--- config.mk ---
export PLATFORM = sky130hd
export DESIGN_NAME = mask_pattern_gen_flat
export DESIGN_NICKNAME = d
export VERILOG_FILES = /design/src/rtl/mask_pattern_gen_pkg.sv /design/src/rtl/mask_pattern_gen_if.sv /design/src/rtl/mask_pattern_gen_video_timing_cnt.sv /design/src/rtl/mask_pattern_gen.sv /design/src/flat_wrapper.sv
export SDC_FILE = /design/constraint.sdc
export NUM_CORES = 1
export LEC_CHECK = 0
export CAP_MARGIN = 20
export CORE_ASPECT_RATIO = 1.4
export CORE_MARGIN = 3
export CORE_UTILIZATION = 51
export DETAILED_ROUTE_END_ITERATION = 7
export MAX_ROUTING_LAYER = met4
export PLACE_DENSITY = 0.81
export SLEW_MARGIN = 20
export SYNTH_ARGS = -nofsm -noshare
export SYNTH_HDL_FRONTEND = slang
export SYNTH_SLANG_ARGS = --single-unit
--- constraint.sdc ---
create_clock -name clk -period 2.3 [get_ports clk]
set_input_delay 0.46 -clock clk [delete_from_list [all_inputs] [get_ports clk]]
set_output_delay 0.46 -clock clk [all_outputs]
set_load 0.02 [all_outputs]
--- src/rtl/mask_pattern_gen_pkg.sv ---
// Shared constants for the mask pattern generator: pattern encodings, FSM states, LFSR seed/taps.
// The LFSR helper is only consumed when MASK_NOISE_EN is defined.
package mask_pattern_gen_pkg;

  localparam logic [1:0] PAT_ZERO    = 2'd0;
  localparam logic [1:0] PAT_ONES    = 2'd1;
  localparam logic [1:0] PAT_CHECKER = 2'd2;
  localparam logic [1:0] PAT_SQUARE  = 2'd3;

  typedef logic [1:0] state_t;
  localparam state_t ST_IDLE  = 2'd0;
  localparam state_t ST_RUN   = 2'd1;
  localparam state_t ST_DRAIN = 2'd2;

  // Fibonacci taps 16,14,13,11 expressed as bit positions 15,13,12,10.
  localparam logic [15:0] LFSR_SEED = 16'hACE1;
  localparam logic [15:0] LFSR_TAPS = 16'hB400;

  function automatic logic [15:0] lfsr_next(input logic [15:0] s);
    return {s[14:0], ^(s & LFSR_TAPS)};
  endfunction

endpackage

--- src/rtl/mask_pattern_gen_if.sv ---
// Control and video bus of the mask pattern generator; master drives run/pattern, slave drives video.
interface mask_pattern_gen_if;
  logic        en;
  logic [1:0]  pattern;
  logic        de_out;
  logic        hsync_out;
  logic        vsync_out;
  logic [23:0] pixel_out;
  logic        frame_start;
  logic        busy;

  modport master (output en, pattern,
                  input  de_out, hsync_out, vsync_out, pixel_out, frame_start, busy);
  modport slave  (input  en, pattern,
                  output de_out, hsync_out, vsync_out, pixel_out, frame_start, busy);
endinterface

--- src/rtl/mask_pattern_gen_video_timing_cnt.sv ---
// Raster counters plus combinational de/hsync/vsync decode; counters sit at 0 whenever adv_i is low.
module video_timing_cnt #(
  parameter int H_ACTIVE = 64,
  parameter int H_FP     = 5,
  parameter int H_SYNC   = 9,
  parameter int H_BP     = 5,
  parameter int V_ACTIVE = 64,
  parameter int V_FP     = 2,
  parameter int V_SYNC   = 3,
  parameter int V_BP     = 3,
  localparam int H_SIZE  = H_ACTIVE + H_FP + H_SYNC + H_BP,
  localparam int V_SIZE  = V_ACTIVE + V_FP + V_SYNC + V_BP,
  localparam int HW      = $clog2(H_SIZE),
  localparam int VW      = $clog2(V_SIZE)
) (
  input  logic          clk,
  input  logic          rst,
  input  logic          adv_i,
  output logic [HW-1:0] hc_o,
  output logic [VW-1:0] vc_o,
  output logic          de_o,
  output logic          hsync_o,
  output logic          vsync_o,
  output logic          sof_o,
  output logic          eof_o
);

  localparam logic [HW-1:0] H_LAST = HW'(H_SIZE - 1);
  localparam logic [HW-1:0] H_ACT  = HW'(H_ACTIVE);
  localparam logic [HW-1:0] HS_BEG = HW'(H_ACTIVE + H_FP);
  localparam logic [HW-1:0] HS_END = HW'(H_ACTIVE + H_FP + H_SYNC);
  localparam logic [VW-1:0] V_LAST = VW'(V_SIZE - 1);
  localparam logic [VW-1:0] V_ACT  = VW'(V_ACTIVE);
  localparam logic [VW-1:0] VS_BEG = VW'(V_ACTIVE + V_FP);
  localparam logic [VW-1:0] VS_END = VW'(V_ACTIVE + V_FP + V_SYNC);

  logic [HW-1:0] hc_q, hc_d;
  logic [VW-1:0] vc_q, vc_d;
  logic          h_wrap;

  always_comb begin
    h_wrap = (hc_q == H_LAST);
    hc_d   = '0;
    vc_d   = '0;
    if (adv_i) begin
      hc_d = h_wrap ? '0 : hc_q + 1'b1;
      vc_d = vc_q;
      if (h_wrap) vc_d = (vc_q == V_LAST) ? '0 : vc_q + 1'b1;
    end
  end

  always_ff @(posedge clk) begin
    if (rst) begin
      hc_q <= '0;
      vc_q <= '0;
    end else begin
      hc_q <= hc_d;
      vc_q <= vc_d;
    end
  end

  assign hc_o    = hc_q;
  assign vc_o    = vc_q;
  assign de_o    = (hc_q < H_ACT) && (vc_q < V_ACT);
  assign hsync_o = (hc_q >= HS_BEG) && (hc_q < HS_END);
  assign vsync_o = (vc_q >= VS_BEG) && (vc_q < VS_END);
  assign sof_o   = (hc_q == '0) && (vc_q == '0);
  assign eof_o   = h_wrap && (vc_q == V_LAST);

endmodule

--- src/rtl/mask_pattern_gen.sv ---
// Mask pattern generator: run/drain FSM, per-frame pattern latch and registered video outputs.
// Define MASK_NOISE_EN to add LFSR salt-and-pepper inversion of the mask.
module mask_pattern_gen
  import mask_pattern_gen_pkg::*;
#(
  parameter int H_ACTIVE = 64,
  parameter int H_FP     = 5,
  parameter int H_SYNC   = 9,
  parameter int H_BP     = 5,
  parameter int V_ACTIVE = 64,
  parameter int V_FP     = 2,
  parameter int V_SYNC   = 3,
  parameter int V_BP     = 3,
  parameter int SQ_SIZE  = 16
) (
  input  logic               clk,
  input  logic               rst,
  mask_pattern_gen_if.slave  bus
);

  localparam int HW = $clog2(H_ACTIVE + H_FP + H_SYNC + H_BP);
  localparam int VW = $clog2(V_ACTIVE + V_FP + V_SYNC + V_BP);
  localparam logic [HW-1:0] SQ_X0 = HW'((H_ACTIVE - SQ_SIZE) / 2);
  localparam logic [HW-1:0] SQ_X1 = HW'((H_ACTIVE + SQ_SIZE) / 2);
  localparam logic [VW-1:0] SQ_Y0 = VW'((V_ACTIVE - SQ_SIZE) / 2);
  localparam logic [VW-1:0] SQ_Y1 = VW'((V_ACTIVE + SQ_SIZE) / 2);

  state_t        state_q, state_d;
  logic          run;
  logic [HW-1:0] hc;
  logic [VW-1:0] vc;
  logic          de, hs, vs, sof, eof;
  logic [1:0]    pat_q, pat_sel;
  logic          m_pat, m;
  logic          de_q, hs_q, vs_q, fs_q;
  logic [23:0]   pix_q;

  assign run = (state_q != ST_IDLE);

  video_timing_cnt #(
    .H_ACTIVE(H_ACTIVE), .H_FP(H_FP), .H_SYNC(H_SYNC), .H_BP(H_BP),
    .V_ACTIVE(V_ACTIVE), .V_FP(V_FP), .V_SYNC(V_SYNC), .V_BP(V_BP)
  ) u_tim (
    .clk(clk), .rst(rst), .adv_i(run),
    .hc_o(hc), .vc_o(vc), .de_o(de), .hsync_o(hs), .vsync_o(vs),
    .sof_o(sof), .eof_o(eof)
  );

  // A frame, once started, always runs to its last pixel; en is only honoured at the wrap.
  always_comb begin
    state_d = state_q;
    case (state_q)
      ST_IDLE:  if (bus.en)  state_d = ST_RUN;
      ST_RUN:   if (!bus.en) state_d = eof ? ST_IDLE : ST_DRAIN;
      ST_DRAIN: if (eof)     state_d = bus.en ? ST_RUN : ST_IDLE;
      default:               state_d = ST_IDLE;
    endcase
  end

  // The first pixel of a frame uses the live select; the rest of the frame uses the latched copy.
  assign pat_sel = sof ? bus.pattern : pat_q;

  always_comb begin
    case (pat_sel)
      PAT_ZERO:    m_pat = 1'b0;
      PAT_ONES:    m_pat = 1'b1;
      PAT_CHECKER: m_pat = hc[3] ^ vc[3];
      default:     m_pat = (hc >= SQ_X0) && (hc < SQ_X1) && (vc >= SQ_Y0) && (vc < SQ_Y1);
    endcase
  end

`ifdef MASK_NOISE_EN
  logic [15:0] lfsr_q;

  always_ff @(posedge clk) begin
    if (rst)             lfsr_q <= LFSR_SEED;
    else if (run && de)  lfsr_q <= lfsr_next(lfsr_q);
  end

  assign m = m_pat ^ (lfsr_q[7:0] == 8'h00);
`else
  assign m = m_pat;
`endif

  always_ff @(posedge clk) begin
    if (rst) begin
      state_q <= ST_IDLE;
      pat_q   <= PAT_ZERO;
      de_q    <= 1'b0;
      hs_q    <= 1'b0;
      vs_q    <= 1'b0;
      fs_q    <= 1'b0;
      pix_q   <= '0;
    end else begin
      state_q <= state_d;
      if (sof) pat_q <= bus.pattern;
      de_q    <= run && de;
      hs_q    <= run && hs;
      vs_q    <= run && vs;
      fs_q    <= run && sof;
      pix_q   <= (run && de) ? {24{m}} : 24'h0;
    end
  end

  assign bus.de_out      = de_q;
  assign bus.hsync_out   = hs_q;
  assign bus.vsync_out   = vs_q;
  assign bus.pixel_out   = pix_q;
  assign bus.frame_start = fs_q;
  assign bus.busy        = run;

endmodule
--- src/flat_wrapper.sv ---
// flat-port wrapper written by rule: the top's interface ports become plain ports
module mask_pattern_gen_flat import mask_pattern_gen_pkg::*;
#(
  parameter int H_ACTIVE = 64,
  parameter int H_FP     = 5,
  parameter int H_SYNC   = 9,
  parameter int H_BP     = 5,
  parameter int V_ACTIVE = 64,
  parameter int V_FP     = 2,
  parameter int V_SYNC   = 3,
  parameter int V_BP     = 3,
  parameter int SQ_SIZE  = 16
)
  (clk, rst, bus_en, bus_pattern, bus_de_out, bus_hsync_out, bus_vsync_out, bus_pixel_out, bus_frame_start, bus_busy);
  mask_pattern_gen_if bus_i ();
  input  logic clk;
  input  logic rst;
  input wire logic [$bits(bus_i.en)-1:0] bus_en;
  input wire logic [$bits(bus_i.pattern)-1:0] bus_pattern;
  output wire logic [$bits(bus_i.de_out)-1:0] bus_de_out;
  output wire logic [$bits(bus_i.hsync_out)-1:0] bus_hsync_out;
  output wire logic [$bits(bus_i.vsync_out)-1:0] bus_vsync_out;
  output wire logic [$bits(bus_i.pixel_out)-1:0] bus_pixel_out;
  output wire logic [$bits(bus_i.frame_start)-1:0] bus_frame_start;
  output wire logic [$bits(bus_i.busy)-1:0] bus_busy;
  assign bus_i.en = bus_en;
  assign bus_i.pattern = bus_pattern;
  assign bus_de_out = bus_i.de_out;
  assign bus_hsync_out = bus_i.hsync_out;
  assign bus_vsync_out = bus_i.vsync_out;
  assign bus_pixel_out = bus_i.pixel_out;
  assign bus_frame_start = bus_i.frame_start;
  assign bus_busy = bus_i.busy;
  mask_pattern_gen #(.H_ACTIVE(H_ACTIVE), .H_FP(H_FP), .H_SYNC(H_SYNC), .H_BP(H_BP), .V_ACTIVE(V_ACTIVE), .V_FP(V_FP), .V_SYNC(V_SYNC), .V_BP(V_BP), .SQ_SIZE(SQ_SIZE)) u_core (.clk(clk), .rst(rst), .bus(bus_i));
endmodule
After elaboration in Yosys (flattened, before gate mapping) --
Cells that the tools add are included.
Word-level totals: flip-flop bits (word level) 23, input bits 5
Operators by class: magnitude comparators 10, reduce and logical (&&, ||, !) cells 21, bitwise logic cells 3, add/sub/neg operators 2, equality and inequality tests 9, mux-type cells 9
Operators with widths (count):
- 7-bit < comparator (second input constant) | 4
- 7-bit by 1-bit adder with 7-bit output (second input constant) | 2
- 7-bit == test (second input constant) | 2
- 7-bit by 5-bit greater-or-equal comparator with 1-bit output (second input constant) | 2
- 7-bit greater-or-equal comparator (second input constant) | 2
- 7-bit logical NOT | 2
- 7-bit by 6-bit < comparator with 1-bit output (second input constant) | 2
- 1-bit logical AND | 12
- 2-bit 2-to-1 mux | 5
- 7-bit 2-to-1 mux | 1
- 2-bit case mux with 3 select lines | 1
- 2-bit by 1-bit == test with 1-bit output (second input constant) | 2
- 2-bit == test (second input constant) | 2
- 2-bit logical NOT | 2
- 2-bit inequality test (second input constant) | 2
- 2-bit OR reduction | 2
- 1-bit case mux with 3 select lines | 1
- 3-bit AND reduction | 1
- 3-bit OR reduction | 1
- 2-bit by 1-bit inequality test with 1-bit output (second input constant) | 1
- 1-bit NOT | 2
- 2-bit nonzero test | 1
- 1-bit 2-to-1 mux | 1
- 1-bit bitwise XOR | 1

Longest topological paths before layout --
Gate-level depths: netlist of the first run.
depth in word-level cells 5, mapped depth 7

Hierarchy --
Synthesis of the first run repeated with hierarchy kept, for this count alone.
Unflattened totals: cells, all modules 152, area, all modules 1372.6 um^2
By module, submodules not included:
- video_timing_cnt | area each 838.3 um^2, times used 1, seq. area each 280.3 um^2, cells each 94
- mask_pattern_gen | area each 534.3 um^2, times used 1, seq. area each 180.2 um^2, cells each 58

Worst setup path before layout of the first run --
OpenSTA, ideal clock, no wires.
path kind register to register, start register u_core.u_tim.hc_q[0] (netlist: u_core.u_tim.hc_o[0]), end register u_core.bus.pixel_out[0] (netlist name), arrival time 1395 ps, clock period less this slack 1514 ps, setup slack 786 ps, stages on the path, launching flop included 8, data required time 2181 ps, library setup time 119 ps, cells stage by stage dfxtp_1 > inv_1 > ha_1 > and3b_1 > nand4_1 > mux2i_1 > nand4b_1 > o21ai_1
On the way: cells in the longest elaborated chain, start to end 5, elaborated cells on any way between the ends 17, classes of those cells order compare: 3; eq/ne: 2; mux: 2; bitwise: 1; reduce/logical: 9
Ends and longest elaborated chain:
- start: declaration | RTL line mask_pattern_gen_video_timing_cnt.sv:37 | logic [HW-1:0] hc_q, hc_d;
- start signal: assignment | RTL line mask_pattern_gen_video_timing_cnt.sv:54 | hc_q <= '0;
- start signal: assignment | RTL line mask_pattern_gen_video_timing_cnt.sv:57 | hc_q <= hc_d;
- 7-bit by 5-bit greater-or-equal comparator with 1-bit output, or another cell as far along | RTL line mask_pattern_gen.sv:68 | default: m_pat = (hc >= SQ_X0) && (hc < SQ_X1) && (vc >= SQ_Y0) && (vc < SQ_Y1);
- 1-bit logical AND, on equally long branches | RTL line mask_pattern_gen.sv:68, mask_pattern_gen_video_timing_cnt.sv:64, mask_pattern_gen_video_timing_cnt.sv:67
- 1-bit logical AND, or another cell as far along (2 in a row) | RTL line mask_pattern_gen.sv:68
- 1-bit case mux with 3 select lines or 2-bit OR reduction (tied branches)
Parallel ways exist; a longest one is shown, timed or not. A chain may end at the register's enable or synchronous reset.

Worst setup path after layout of the first run --
start register u_core.bus.pixel_out[0] (netlist name), end output bus_pixel_out[18]
RTL lines:
- end: declaration | RTL line flat_wrapper.sv:23 | output wire logic [$bits(bus_i.pixel_out)-1:0] bus_pixel_out;
No word-level cell between the ends.

==> flow_summary.toml, run 1 <==
[timing]
clock.fmax_ghz = 0.5018
tns_ps = 0
hold_viol = 0
drv_slew = 0
slew_headroom_pct = 63.00
skew_ps = 4.482
min_period_over_period_pct = 86.64
min_period_ps = 1993
setup_viol = 0
worstMarginPinSlew_ps = 550.8
rsz0062_at_grt = "false"

[floorplan]
start_util_pct = 56.11
dieHeight_um = 64.90
core_area_um2 = 2252
die_w_um = 48.07
num_rows = 20
io_pins = 34
die_area_um2 = 3120

[clock_network]
clk_pin_slew_ps = 120
clock_sinks = 23
postCtsSetupBuffers = 0
clk_path_buf_depth = 2
clk_latency_ps = 310
h-tree-depth = 1
tritoncts = "yes"
cts_buffers = 3
cts-root-buf = "clkbuf_4"

[synthesis]
netlist_area_um2 = 1264
ys_types = 35
syn_nets = 154
netlist_instances = 143
yosys_warnings = 0
seq_area_frac_synth_pct = 36.44
synth-seq-cells = 23
synth_area_per_cell_um2 = 8.837

[setup_path]
critPathBufInv = 1
cp-endpoint = "bus_pixel_out[18]"
path_cells = "clkdlybuf4s50_1"
worstSetupPathType = "register to output port"
critPathLaunchType = "register"
required_ps = 1840
critPathTopFamily = "buffers and inverters"
slowest_delay_ps = 680
r2r_end = "u_core.u_tim.vc_o[3]$_SDFFE_PP0N_"
r2r_cells = 6
reg2reg_slack_ps = 570
crit_fanout = 24
endpoint_kind = "output port"
critical_path_depth = 1
worstSetupStartpoint = "u_core.bus.pixel_out[0]$_SDFF_PP0_"
crit_slowest_cell = "clkdlybuf4s50_1"
cp.arrival_ps = 1530
reg2reg_from = "u_core.u_tim.hc_o[1]$_SDFF_PP0_"

[routing]
firstDrtPassIters = 4
wl_met2_mm = 1.110
wl_met1_um = 897
top_layer = "met4"
wl_met3_um = 105
drt-vias-per-instance = 5.217
drc = 0
routedWlPerCell_um = 12.24
ant_nets = 0
drtIter0Drc = 17
vias = 913
wirelength_mm = 2.142

[final_layout]
design_area_um2 = 1459
diodes = 0
area_delta_synth_final_pct = 15.45
drive_gt1_share_pct = 7.190
fin_cells = 175
finalNetCount = 165

[job]
maxCapViolCount = 0

[power_and_ir_drop]
ir_drop_uv = 267.5
pwr_density_cell_nw_per_um2 = 480.3
power.leakage_nw = 0.5420

[hold_path]
min-delay-start = "u_core.u_tim.hc_o[0]$_SDFF_PP0_"
hp-class = "register to register"

[place]
place_hpwl_mm = 1.699
place.gp.congestion = 0.7980
dpl_cell_area_um2 = 1430
place_inst = 171
io_buffers = 33

[global_routing]
grt_pass1_wl_mm = 3.546
grtUsageTotal_pct = 15.76
antenna_found_initial = 0
grt_max_degree = 25
grt_overflow_total = 0
grt_pass1_vias = 876

[outcome]
status = "finished, final reports clean"
-- registers in the layout, summed over array words and instances, names as in the netlist --
register and count:
u_core.bus.de_out 1, u_core.u_tim.vc_o 7, u_core.bus.vsync_out 1, u_core.bus.pixel_out 1, u_core.bus.frame_start 1, u_core.bus.hsync_out 1, u_core.pat_q 2, u_core.u_tim.hc_o 7
u_core.state_q 2
-- per-layer routing --
layer  GRT usage (%)  vias to the layer above
met5               -                        -
met4           5.051                        0
met3           3.611                        4
met2           27.81                       27
met1           16.24                      410
li1                -                      472
-- what timing repair did --
| action | 4_1_cts | 5_1_grt |
|---|---|---|
| hold endpoints to repair | 0 | 0 |
| hold buffers | 0 | 0 |
| endpoints found under the setup margin | 0 | 24 |
| resized for setup | 0 | 1 |
-- how the worst min path moves through the flow --
stage	slack [ps]	depth (start not counted)	end
floorplan	460	1	u_core.u_tim.hc_o[0]$_SDFF_PP0_
global placement	490	1	u_core.u_tim.hc_o[0]$_SDFF_PP0_
detailed placement	500	1	u_core.u_tim.hc_o[0]$_SDFF_PP0_
CTS	530	1	u_core.u_tim.hc_o[0]$_SDFF_PP0_
global route	570	2	u_core.pat_q[1]$_SDFF_PP0_
finish	530	1	u_core.u_tim.hc_o[0]$_SDFF_PP0_
-- layout by cell type (no fill, tap or decap), drive strengths merged --
master / instances
or2: 1
and3: 4
xor2: 10
nor2: 19
dfxtp: 23
or3: 1
ha: 6
clkdlybuf4s50: 33
a31oi: 1
and2: 2
or2b: 1
clkbuf: 3
nor3: 3
a21oi: 1
nand2: 7
a211o: 1
mux2i: 3
nand4b: 1
xnor2: 2
nor2b: 1
inv: 5
nand3: 2
and3b: 2
o21ai: 6
nand2b: 4
nor4: 2
nand4: 7
clkinv: 1
nand3b: 1
-- logic make-up after synthesis --
group / count (synthesis) / synth area share [%]
adder cells (fa/ha/maj): 6 / 5.940
multiplexers: 3 / 2.376
AO/OA/AOI/OAI: 9 / 4.059
buffers and inverters: 32 / 16.63
AND/OR/NAND/NOR: 58 / 26.24
XOR/XNOR: 12 / 8.317
flip-flops: 23 / 36.44
-- report_power, final --
group	internal (mW)	total [mW]	leakage (nW)	switching (mW)
logic	0.0513	0.104	0.337	0.0530
clock network	0.0649	0.179	0.0177	0.114
registers	0.408	0.417	0.187	0.00874
total	0.525	0.701	0.542	0.176
-- metrics by stage --
stage                     utilization [%]  power, mW  hold WS, ps  setup WS (ps)
after CTS                           64.72     0.7111        532.3          29.85
after detailed placement            63.50     0.5319        502.5          391.2
after floorplan                         -     0.4982        464.1          786.4
after global routing                64.78     0.7356        572.8          200.9
final                               64.78     0.7007        525.4          307.4
after global placement              63.50     0.5298        489.5          470.3
-- cell usage after synthesis, drive strengths merged --
cell / n / area (µm²)
nand3b: 1 / 7.510
xor2: 10 / 87.58
clkbuf: 2 / 8.750
nand2: 7 / 26.28
nand4: 7 / 50.05
nand2b: 4 / 32.53
and3: 4 / 26.28
a211o: 1 / 10.01
and2: 2 / 12.51
or3: 1 / 6.260
nand4b: 1 / 8.760
inv: 5 / 18.77
or2: 1 / 6.260
nor3: 3 / 15.01
buf: 25 / 182.7
or2b: 1 / 7.510
a21oi: 1 / 5.000
nand3: 2 / 10.01
and3b: 2 / 17.52
dfxtp: 23 / 460.4
nor4: 2 / 27.53
a31oi: 1 / 6.260
mux2i: 3 / 30.03
nor2b: 1 / 6.260
o21ai: 6 / 30.03
xnor2: 2 / 17.52
ha: 6 / 75.07
nor2: 19 / 71.32
-- cell type report --
class | count | area (µm²)
Multi-Input combinational cell | 88 | 593.1
Inverter | 5 | 18.77
Fill cell | 181 | 793.3
Sequential cell | 23 | 461.7
Clock buffer | 3 | 22.52
Timing Repair Buffer | 33 | 330.3
Clock inverter | 1 | 5.005
Tap cell | 22 | 27.53
No activity file was read; power rests on OpenSTA's default activity.
==> inputs of run 2 (changes only) <==
- CORE_MARGIN: 3 -> unset
==> flow_summary.toml, run 2 (synthesis results as in run 1) <==
[timing]
drv_slew = 0
worstMarginPinSlew_ps = 565.5
min_period_ps = 2002
hold_viol = 0
skew_ps = 5.227
min_period_over_period_pct = 87.06
clock.fmax_ghz = 0.4994
setup_viol = 0
tns_ps = 0
slew_headroom_pct = 62.02
rsz0062_at_grt = "false"

[final_layout]
mostFrequentLayoutCells = "clkdlybuf4s50_1, dfxtp_1, nor2_1"
finalNetCount = 165
design_area_um2 = 1460
area_delta_synth_final_pct = 15.54
final_common_cell = "clkdlybuf4s50_1"
multi_input_area_um2 = 593.1
nFillCells = 214
diodes = 0
regArea_um2 = 461.7
drive_gt1_share_pct = 7.190

[place]
place_hpwl_mm = 1.617
place.gp.congestion = 0.7595
io_buffers = 33
dpl_cell_area_um2 = 1431

[clock_network]
clk_pin_slew_ps = 120
clock_sinks = 23
cts-root-buf = "clkbuf_4"
cts_buffers = 3
clk_latency_ps = 310
clk_path_buf_depth = 2
tritoncts = "yes"
h-tree-depth = 1
postCtsSetupBuffers = 0

[setup_path]
cp.arrival_ps = 1540
critPathTopFamily = "buffers and inverters"
required_ps = 1840
crit_fanout = 24
crit_slowest_cell = "clkdlybuf4s50_1"
critPathLaunchType = "register"
path_cells = "clkdlybuf4s50_1"
endpoint_kind = "output port"
worstSetupPathType = "register to output port"
critPathBufInv = 1
slowest_delay_ps = 680

[global_routing]
grtUsageTotal_pct = 19.02
grt_pass1_wl_mm = 3.643
antenna_found_initial = 0
grt_max_degree = 25
grt_pass1_vias = 825
grt_overflow_total = 0

[floorplan]
core_area_um2 = 2365
io_pins = 34
dieHeight_um = 60.90
die_w_um = 44.07
num_rows = 21
die_area_um2 = 2684
start_util_pct = 53.44

[power_and_ir_drop]
combPwrFrac_pct = 14.8
p_int_uw = 524.9
pwr-share-seq_pct = 58.9
swShare_pct = 25.88
power.leakage_nw = 0.5420
ir_drop_uv = 348.4
fin_total_pwr_uw = 708.3
p_sw_uw = 183.3
pwr_density_cell_nw_per_um2 = 485.1
pwr-share-clk_pct = 26.3

[hold_path]
hp-class = "register to register"

[routing]
drt-vias-per-instance = 5.278
drtIter0Drc = 32
vias = 929
wirelength_mm = 2.160
ant_nets = 0
firstDrtPassIters = 7
routedWlPerCell_um = 12.27
drc = 0

[outcome]
status = "finished, final reports clean"

[job]
maxCapViolCount = 0
[run 2: routing by layer]
| metal | vias up | routed length, µm | GRT usage (%) |
|---|---|---|---|
| met1 | 422 | 881 | 19.45 |
| met5 | - | 0 | - |
| met4 | 0 | 37 | 9.091 |
| met2 | 34 | 1126 | 33.82 |
| met3 | 4 | 115 | 4.167 |
| li1 | 469 | - | - |
[run 2: layout make-up]
class	count	area share, %
Multi-Input combinational cell	88	40.62
Inverter	5	1.285
Tap cell	23	1.971
Timing Repair Buffer	33	22.62
Clock buffer	3	1.542
Clock inverter	1	0.3428
Sequential cell	23	31.62
[run 2: path summary, 6_finish.rpt]
kind	endpoint	slack, ps	depth (start not counted)	start
max	bus_pixel_out[3]	300	1	u_core.bus.pixel_out[0]$_SDFF_PP0_
max reg2reg	u_core.u_tim.vc_o[3]$_SDFFE_PP0N_	540	6	u_core.u_tim.hc_o[1]$_SDFF_PP0_
min reg2reg	u_core.u_tim.hc_o[0]$_SDFF_PP0_	540	1	u_core.u_tim.hc_o[0]$_SDFF_PP0_
min	u_core.u_tim.hc_o[0]$_SDFF_PP0_	540	1	u_core.u_tim.hc_o[0]$_SDFF_PP0_
[run 2: timing repair]
action	4_1_cts	5_1_grt
endpoints found under the setup margin	0	24
resized for setup	0	1
hold buffers	0	0
[run 2: worst register-to-register path, stage by stage, from the launching register on]
cell and delay (ps):
dfxtp_1 450, ha_1 190, nand2_1 90, nor4_4 450
nand4_2 210, nand2_1 210, nor2_1 70
[run 2: power by group through the flow]
stage	clock network [mW]	logic (mW)	registers [mW]
6_report	0.186	0.105	0.417
5_1_grt	0.214	0.114	0.419
4_1_cts	0.197	0.105	0.418
3_5_place_dp	0	0.105	0.427
3_3_place_gp	0	0.103	0.425
2_1_floorplan	0	0.0694	0.429
[run 2: metrics by stage]
stage | utilization, % | cells | setup WS [ps] | hold slack (ps)
floorplan | - | 143 | 786.4 | 464.1
global placement | 60.53 | 172 | 475.5 | 491.3
detailed placement | 60.53 | 172 | 393.4 | 524.7
CTS | 61.69 | 176 | 20.67 | 553.8
global route | 61.75 | 176 | 183.0 | 580.3
finish | 61.75 | 176 | 297.6 | 538.1
==> variant: new RTL, settings of run 1 <==
Add a define of `MASK_NOISE_EN`.
--- a/src/rtl/mask_pattern_gen.sv
+++ b/src/rtl/mask_pattern_gen.sv
@@ -1,5 +1,7 @@
 // Mask pattern generator: run/drain FSM, per-frame pattern latch and registered video outputs.
 // Define MASK_NOISE_EN to add LFSR salt-and-pepper inversion of the mask.
+`define MASK_NOISE_EN
+
 module mask_pattern_gen
   import mask_pattern_gen_pkg::*;
 #(
Check against the original RTL: no difference found for any inputs over 10 cycles, from zero or initial values and one cycle with rst high; that may be too few to reach the edited logic, so the function may still have changed.
==> variant against run 1 <==
Routed wire length is 72% higher; critical endpoint is now bus_pixel_out[23]; worst setup slack better by 0.083 ns; worst hold slack worse by 0.073 ns; die area is 51% higher; sequential cell count is 16 higher; synthesized area is 58% higher; design area is 56% higher; global-route usage is 2.5 points higher; total power is 110% higher; register-to-register slack worse by 0.18 ns.
==> variant: results (changes against run 1) <==
Status - finished, final reports clean
RR Startpoint - u_core.u_tim.hc_o[0]
Multi-input gates - 151 (+72%)
Adder-Cell Fraction of Synth Area - 3.76% (-2.2 points)
Clk cell area share - 4.41% (+2.5 points)
Layout non-clock buf frac - 15.9% (-6.8 points)
Switching Power - 369 µW (+110%)
Clock Skew - 0.00685 ns (+0.00236 ns)
Total combinational power - 213 µW (+100%)
Worst r2r dst - u_core.bus.pixel_out[0]
Clk_lat worst skew - 0.29 ns (-0.02 ns)
Detailed Route Iter0 Violations - 30 (+13)
Synth Area in Compound Gates - 6.57% (+2.5 points)
Metal1 wirelength - 1.43 mm (+59%)
R2R Setup Slk - 0.39 ns (-0.18 ns)
Vias in the first global route - 1479 (+69%)
Critical Path End - bus_pixel_out[23]
Register area - 781 µm² (+69%)
Maximum vdd drop - 399 µV (+49%)
Worst EP arrival - 1.45 ns (-0.08 ns)
Top post-synthesis cells by count - 42 x nand2_1, 39 x dfxtp_1, 25 x nor2_1, 23 x buf_4, 11 x a21oi_1
DPL Wire Length - 2.60 mm (+53%)
Lkg Pwr - 0.869 nW (+60%)
Net switching fraction of the power - 25.5% (+0.34 points)
Vias/cell - 5.29 (+1.3%)
Worst-case reg-to-reg path depth - 7 (+1)
Fraction of area in multi-input gates - 41.9% (+1.2 points)
Number of distinct library cells after synthesis - 40 (+14%)
H-tree levels - 2 (+1)
GR Util met2 - 31.6% (+3.8 points)
XOR/XNOR share of the synthesized area - 6.57% (-1.7 points)
Post-synthesis sequential area ratio - 39.1% (+2.6 points)
Clock buffers - 8 (+5)
Non-CTS inverters - 7 (+2)
Root Buffer Master - clkbuf_8
Max FFs per register - 16
First-pass GRT wire length - 6.36 mm (+79%)
Post-synthesis mux area share - 2.25% (-0.12 points)
Nets - 252 (+53%)
Sequential cell power - 737 µW (+77%)
Gpl congestion - 0.827 (+3.6%)
Met3 WL - 193 µm (+84%)
Hold Path Origin - u_core.lfsr_q[8]
CTS sink cnt - 39 (+70%)
Metal2 WL - 1.98 mm (+78%)
Worst Hold Path Cells - 2 (+1)
Fraction of layout cells with a size suffix above 1 - 8.26% (+1.1 points)
CTS buffer count - 5 (+2)
Global Route met3 Usage - 4.50% (+0.89 points)
Syn nets - 240 (+56%)
GR Layer Usage met1 - 18.3% (+2.1 points)
Layout filler cell count - 319 (+76%)
Nonclk buf count - 37 (+12%)
Clock-pin slew on the worst setup and hold paths - 0.07 ns (-0.05 ns)
Hold EP - u_core.lfsr_q[9]
Largest stage delay, worst path - 0.64 ns (-0.04 ns)
Final wirelength - 3.69 mm (+72%)
Post-CTS Resized - 0 (unchanged)
Top cells by area, synth - dfxtp_1 39%, buf_4 8.6%, nand2_1 7.9%, nor2_1 4.7%, ha_1 3.8%
All-Layer GR Usage - 18.2% (+2.5 points)
==> variant: cell count changes in the layout (fill, tap and decap cells not counted), moves of 3 or more <==
cell,delta
buf_4,+4
a21oi_1,+10
nand2_1,+35
xnor2_1,+5
clkbuf_4,-3
clkbuf_8,+7
nand3b_1,+7
nor2_1,+6
dfxtp_1,+17
==> variant: worst max-delay path: cells and delay by family (launching register included) <==
kind	cells	cell delay (ns)
buffers and inverters	2	0.85
DFF	1	0.31
==> variant: metrics by stage <==
step	hold WS [ns]	std cells	setup WS [ns]	util [%]	instance area, µm²
2_1_floorplan	0.432	229	0.550	-	2000
5_1_grt	0.468	284	0.272	61.2	2270
6_report	0.453	284	0.391	61.2	2270
3_3_place_gp	0.439	276	0.396	58.5	2170
4_1_cts	0.454	284	0.363	61.2	2270
3_5_place_dp	0.445	276	0.324	58.5	2170
